==> src/rtl/bsg_fsb_node_client_mc.sv <==
// Multi-channel credit-flow-controlled FSB node client: channel-demuxed ingress queues, round-robin egress.
// Optional statistics counters enabled by defining BSG_FSB_CLIENT_STATS_EN.
module bsg_fsb_node_client_mc #(
    parameter int unsigned width_p          = 80,
    parameter int unsigned channels_p       = 4,
    parameter int unsigned chan_lsb_p       = 0,
    parameter int unsigned fifo_els_p       = 4,
    parameter int unsigned remote_credits_p = 128
) (
    input  logic                                    clk_i,
    input  logic                                    reset_n_i,
    input  logic                                    en_i,
    input  logic                                    fsb_v_i,
    input  logic [width_p-1:0]                      fsb_data_i,
    output logic                                    fsb_ready_o,
    output logic [channels_p-1:0]                   node_v_o,
    output logic [channels_p*width_p-1:0]           node_data_o,
    input  logic [channels_p-1:0]                   node_yumi_i,
    input  logic [channels_p-1:0]                   node_v_i,
    input  logic [channels_p*width_p-1:0]           node_data_i,
    output logic [channels_p-1:0]                   node_yumi_o,
    output logic                                    fsb_v_o,
    output logic [width_p-1:0]                      fsb_data_o,
    input  logic                                    fsb_yumi_i,
    input  logic                                    credit_v_i,
    output logic [$clog2(remote_credits_p+1)-1:0]   credits_o,
    output logic                                    err_o,
    output logic [31:0]                             stat_rx_o,
    output logic [31:0]                             stat_tx_o,
    output logic [31:0]                             stat_stall_o
);

    localparam int unsigned cw  = (channels_p > 1) ? $clog2(channels_p) : 1;
    localparam int unsigned crw = $clog2(remote_credits_p + 1);
    localparam int unsigned pw  = $clog2(fifo_els_p);
    localparam int unsigned nw  = $clog2(fifo_els_p + 1);
    localparam logic [cw:0]     chan_lim = (cw+1)'(channels_p);
    localparam logic [crw-1:0]  cred_max = crw'(remote_credits_p);
    localparam logic [pw-1:0]   last_ptr = pw'(fifo_els_p - 1);

    logic [cw-1:0]         sel;
    logic                  sel_valid, full_sel, accept, drop, overflow;
    logic [channels_p-1:0] full, enq;

    assign sel       = fsb_data_i[chan_lsb_p +: cw];
    assign sel_valid = {1'b0, sel} < chan_lim;

    always_comb begin
        full_sel = 1'b0;
        for (int unsigned c = 0; c < channels_p; c++)
            if (sel == cw'(c)) full_sel = full[c];
    end

    assign fsb_ready_o = en_i & ~(sel_valid & full_sel);
    assign accept      = fsb_v_i & fsb_ready_o;
    assign drop        = accept & ~sel_valid;

    always_comb begin
        enq = '0;
        for (int unsigned c = 0; c < channels_p; c++)
            enq[c] = accept & (sel == cw'(c));
    end

    genvar c;
    for (c = 0; c < channels_p; c++) begin : g_q
        logic [width_p-1:0] mem [fifo_els_p];
        logic [pw-1:0]      rd_ptr, wr_ptr;
        logic [nw-1:0]      count;
        logic               deq;

        assign full[c]     = count == nw'(fifo_els_p);
        assign node_v_o[c] = count != '0;
        assign deq         = node_yumi_i[c] & node_v_o[c];
        assign node_data_o[c*width_p +: width_p] = mem[rd_ptr];

        always_ff @(posedge clk_i)
            if (enq[c]) mem[wr_ptr] <= fsb_data_i;

        always_ff @(posedge clk_i or negedge reset_n_i) begin
            if (!reset_n_i) begin
                rd_ptr <= '0;
                wr_ptr <= '0;
                count  <= '0;
            end else begin
                if (enq[c]) wr_ptr <= (wr_ptr == last_ptr) ? '0 : wr_ptr + 1'b1;
                if (deq)    rd_ptr <= (rd_ptr == last_ptr) ? '0 : rd_ptr + 1'b1;
                if (enq[c] & ~deq)      count <= count + 1'b1;
                else if (~enq[c] & deq) count <= count - 1'b1;
            end
        end
    end

    logic [cw-1:0]         ptr, gnt, idx;
    logic [channels_p-1:0] gnt_oh;
    logic                  found, load;
    logic [width_p-1:0]    load_data;

    // Rotating search starting just after the last granted channel.
    always_comb begin
        gnt    = '0;
        gnt_oh = '0;
        found  = 1'b0;
        idx    = '0;
        for (int unsigned i = 1; i <= channels_p; i++) begin
            idx = cw'((32'(ptr) + i) % channels_p);
            if (!found && node_v_i[idx]) begin
                found       = 1'b1;
                gnt         = idx;
                gnt_oh[idx] = 1'b1;
            end
        end
    end

    assign load        = en_i & found & (credits_o != '0) & (~fsb_v_o | fsb_yumi_i);
    assign node_yumi_o = load ? gnt_oh : '0;
    assign overflow    = credit_v_i & ~load & (credits_o == cred_max);

    always_comb begin
        load_data = node_data_i[gnt*width_p +: width_p];
        load_data[chan_lsb_p +: cw] = gnt;
    end

    always_ff @(posedge clk_i or negedge reset_n_i) begin
        if (!reset_n_i) begin
            fsb_v_o    <= 1'b0;
            fsb_data_o <= '0;
            ptr        <= cw'(channels_p - 1);
            credits_o  <= cred_max;
            err_o      <= 1'b0;
        end else begin
            if (load) begin
                fsb_v_o    <= 1'b1;
                fsb_data_o <= load_data;
                ptr        <= gnt;
            end else if (fsb_yumi_i) begin
                fsb_v_o <= 1'b0;
            end
            if (load & ~credit_v_i)
                credits_o <= credits_o - 1'b1;
            else if (credit_v_i & ~load & ~overflow)
                credits_o <= credits_o + 1'b1;
            if (drop | overflow) err_o <= 1'b1;
        end
    end

`ifdef BSG_FSB_CLIENT_STATS_EN
    logic [31:0] rx_cnt, tx_cnt, stall_cnt;

    always_ff @(posedge clk_i or negedge reset_n_i) begin
        if (!reset_n_i) begin
            rx_cnt    <= '0;
            tx_cnt    <= '0;
            stall_cnt <= '0;
        end else begin
            if (accept) rx_cnt <= rx_cnt + 1'b1;
            if (load)   tx_cnt <= tx_cnt + 1'b1;
            if (|node_v_i & en_i & (credits_o == '0)) stall_cnt <= stall_cnt + 1'b1;
        end
    end

    assign stat_rx_o    = rx_cnt;
    assign stat_tx_o    = tx_cnt;
    assign stat_stall_o = stall_cnt;
`else
    assign stat_rx_o    = '0;
    assign stat_tx_o    = '0;
    assign stat_stall_o = '0;
`endif

    a_yumi_needs_valid: assert property (@(posedge clk_i) disable iff (!reset_n_i)
        (node_yumi_i & ~node_v_o) == '0);

endmodule
==> config.mk <==
export PLATFORM = sky130hd
export DESIGN_NAME = bsg_fsb_node_client_mc
export DESIGN_NICKNAME = d
export VERILOG_FILES = /design/src/rtl/bsg_fsb_node_client_mc.sv
export SDC_FILE = /design/constraint.sdc
export NUM_CORES = 1
export LEC_CHECK = 0
export CAP_MARGIN = 10
export CORE_AREA = 2 2 362 364
export CTS_CLUSTER_DIAMETER = 30
export DETAILED_ROUTE_END_ITERATION = 10
export DIE_AREA = 0 0 364 366
export GPL_ROUTABILITY_DRIVEN = 0
export GPL_TIMING_DRIVEN = 0
export PLACE_DENSITY_LB_ADDON = 0.08
export RECOVER_POWER = 25
export SKIP_LAST_GASP = 1
export SLEW_MARGIN = 10
export SYNTH_ARGS = -nofsm -noshare
export SYNTH_HDL_FRONTEND = slang
export SYNTH_SLANG_ARGS = --single-unit
==> constraint.sdc <==
create_clock -name clk_i -period 3.7 [get_ports clk_i]
set_input_delay 0.37 -clock clk_i [delete_from_list [all_inputs] [get_ports clk_i]]
set_output_delay 0.37 -clock clk_i [all_outputs]
set_load 0.005 [all_outputs]
==> results.cfg <==
[yosys]
async_flop_share = 0.0857
yosysWarnings = 0
synth_edf_count = 1280
syn_inst = 2508
ys.flop_type = edfxtp_1
synth.distinct_cells = 62
synth_area_um2 = 54500
ys_seq_elements = 1400
synth_area_per_cell_um2 = 21.7
seq_area_frac_synth = 0.761

[sta]
drv_slew = 52
hold_violations = 0
slew_headroom = -0.932
worstMarginPinSlew_ns = 2.90
setup_viol = 0
period_share = 0.987
skew_ns = 0.0413
fin_crit_ns = 3.65
rsz0062_at_grt = false
setup_ws_ns = 0.0498
max_clock_freq_mhz = 274

[routing]
via_per_inst = 5.38
drt_iter0_drc = 2756
drt_pass1_iterations = 5
route.detailed.drc = 0
totalWireLength_um = 179000
via_count = 31100
antenna_left = 0
drt-wirelength-per-cell_um = 31.0

[die]
fp.dieH_um = 366
design.die.area_um2 = 133000
start_util = 0.422
rows = 132
coreArea_um2 = 129000
die_w_um = 364
pin_count = 929

[power]
ir_drop_v = 0.000462
power_density_nw_per_um2 = 837
power_mw = 64.1
leakagePower_nw = 26.8

[run]
max_cap_violations = 1

[worst_setup_path]
required_ns = 3.33
crit_start = g_q[1].rd_ptr[1]$_DFFE_PN0P_
cp_data_arrival_time_ns = 3.28
critPathKind = flip-flop to primary output
path_max_fanout = 10
reg2reg_to = fsb_data_o[72]$_DFFE_PN0N_
end_kind = primary output
r2r_setup_slack_ns = 0.26
r2r_start = ptr[0]$_DFFE_PN1N_
r2r_cells = 10
worstSetupStartpointType = flip-flop

[clocking]
h-tree-depth = 5
insertion_delay_ns = 0.88
cts_tree = yes
clock_sinks = 1400
clk_path_buf_depth = 4
cts.clk_slew.worst_paths_ns = 0.04
cts_root_buf = clkbuf_16
cts-buffers-inserted = 316

[placement]
io_buffer_count = 824
dp_hpwl_um = 125000
pre_cts_slack_ns = -1.02
dp_cells = 5202

[global_route]
grt_usage = 0.267
grt_max_degree = 70
grt_pass1_wl_um = 247000
grt_pass1_vias = 32500
antenna_found_initial = 48
grt_overflow = 0

[min_path]
hold_end = fsb_data_o[23]$_DFFE_PN0N_
worstHoldPathType = primary input to flip-flop
holdPathStages = 3
holdCritStartpoint = node_data_i[183]

[layout]
layout_commonest_cell = edfxtp_1
layoutNonFillerInstCount = 5773
areaGrowthSynthToFinish_pct = 40.7
layout-drive-gt1-share = 0.275
final_nets = 4236
fillCellCount = 9410
mostFrequentLayoutCells = edfxtp_1 (1280), clkdlybuf4s50_1 (765), mux4_2 (321), clkbuf_16 (321), mux2i_1 (154)

[status]
status = complete, but fails checks
violations = capacitance limit, slew limit
## kinds of logic after synthesis
family                   after synthesis  share of synthesized area
AO/OA/AOI/OAI                        126                     0.0217
XOR/XNOR                              18                    0.00289
adder cells (fa/ha/maj)               37                    0.00905
buffers and inverters                240                     0.0245
flip-flops                          1400                      0.761
multiplexers                         491                      0.164
other                                  1                  0.0000689
AND/OR/NAND/NOR                      195                     0.0165
## cells in the mapped netlist, drive strengths merged, types with 4 or more instances
library cell / n / area, um^2
a21o: 5 / 37.5
a21oi: 7 / 35.0
a222oi: 4 / 40.0
and2: 14 / 87.6
and3: 6 / 37.5
buf: 174 / 1090
clkbuf: 49 / 184
dfrtp: 117 / 2930
edfxtp: 1280 / 38400
fa: 4 / 80.1
ha: 33 / 413
inv: 17 / 63.8
mux2: 12 / 135
mux2i: 158 / 1580
mux4: 321 / 7230
nand2: 107 / 402
nand2b: 6 / 37.5
nand3: 5 / 30.0
nor2: 25 / 93.8
nor2b: 4 / 25.0
nor3: 8 / 40.0
o21ai: 11 / 58.8
o221ai: 78 / 808
or3: 6 / 42.5
xnor2: 4 / 35.0
xor2: 14 / 123
## worst max-delay path by stage
stage                                              to  cells past startpoint
final                                node_data_o[103]                      4
after CTS                            node_data_o[176]                      4
after global placement    g_q[3].mem[2][20]$_DFFE_PP_                      7
after global routing                 node_data_o[103]                      4
after detailed placement  g_q[0].count[2]$_DFFE_PN0P_                     12
after floorplan            g_q[3].mem[2][0]$_DFFE_PP_                      6
## area by class of cell
class                           instances  area, um^2  share of cell area
Sequential cell                      1400       41400               0.541
Clock inverter                        180        1890              0.0247
Antenna cell                           18        45.0            0.000588
Tap cell                             1742        2180              0.0284
Clock buffer                          366        8280               0.108
Inverter                               17        73.8            0.000963
Multi-Input combinational cell        963       12100               0.158
Timing Repair Buffer                  867        9140               0.119
Buffer                                220        1460              0.0190
## worst max-delay path: stages, from the launching register on
cell	delay, ns
dfrtp_1	0.35
clkbuf_2	0.40
buf_1	0.66
mux4_2	0.47
clkdlybuf4s50_1	0.49
## per-stage QoR
stage	setup TNS [ns]	utilization	instance area, um^2	hold WS (ns)
floorplan	0	-	54800	0.0744
global placement	-4228.64	0.506	65300	0.469
detailed placement	-762.95	0.513	66100	0.373
CTS	-0.331	0.594	76600	0.104
global route	0	0.594	76600	0.217
finish	0	0.594	76600	0.225
## registers in the layout (all words and copies together), names as in the netlist
name	cells
g_q.mem	1280
fsb_data_o	80
g_q.count	12
credits_o	8
g_q.rd_ptr	8
g_q.wr_ptr	8
ptr	2
err_o	1
fsb_v_o	1
## report_power, final
part           total [mW]  internal, mW  switching [mW]
clock network        26.5          18.1            8.39
logic                18.7          9.40            9.26
registers            19.0          18.4           0.571
total                64.1          45.9            18.2
## layer usage
layer / up-vias / GRT usage / wire length (um)
met2: 1323 / 0.435 / 88500
met3: 371 / 0.0780 / 13800
met5: - / 0 / 163
li1: 12900 / - / -
met1: 16500 / 0.334 / 69500
met4: 24 / 0.112 / 6790
## repair_timing
item | in CTS | in global routing
endpoints found under the hold margin | 117 | 0
buffers inserted | 6 | 3
cloned | 0 | 0
setup endpoints to repair | 353 | 316
resized for setup | 199 | 18
hold buffers | 1 | 0
pin swaps | 4 | 7
(Power assumes the default switching activity.)
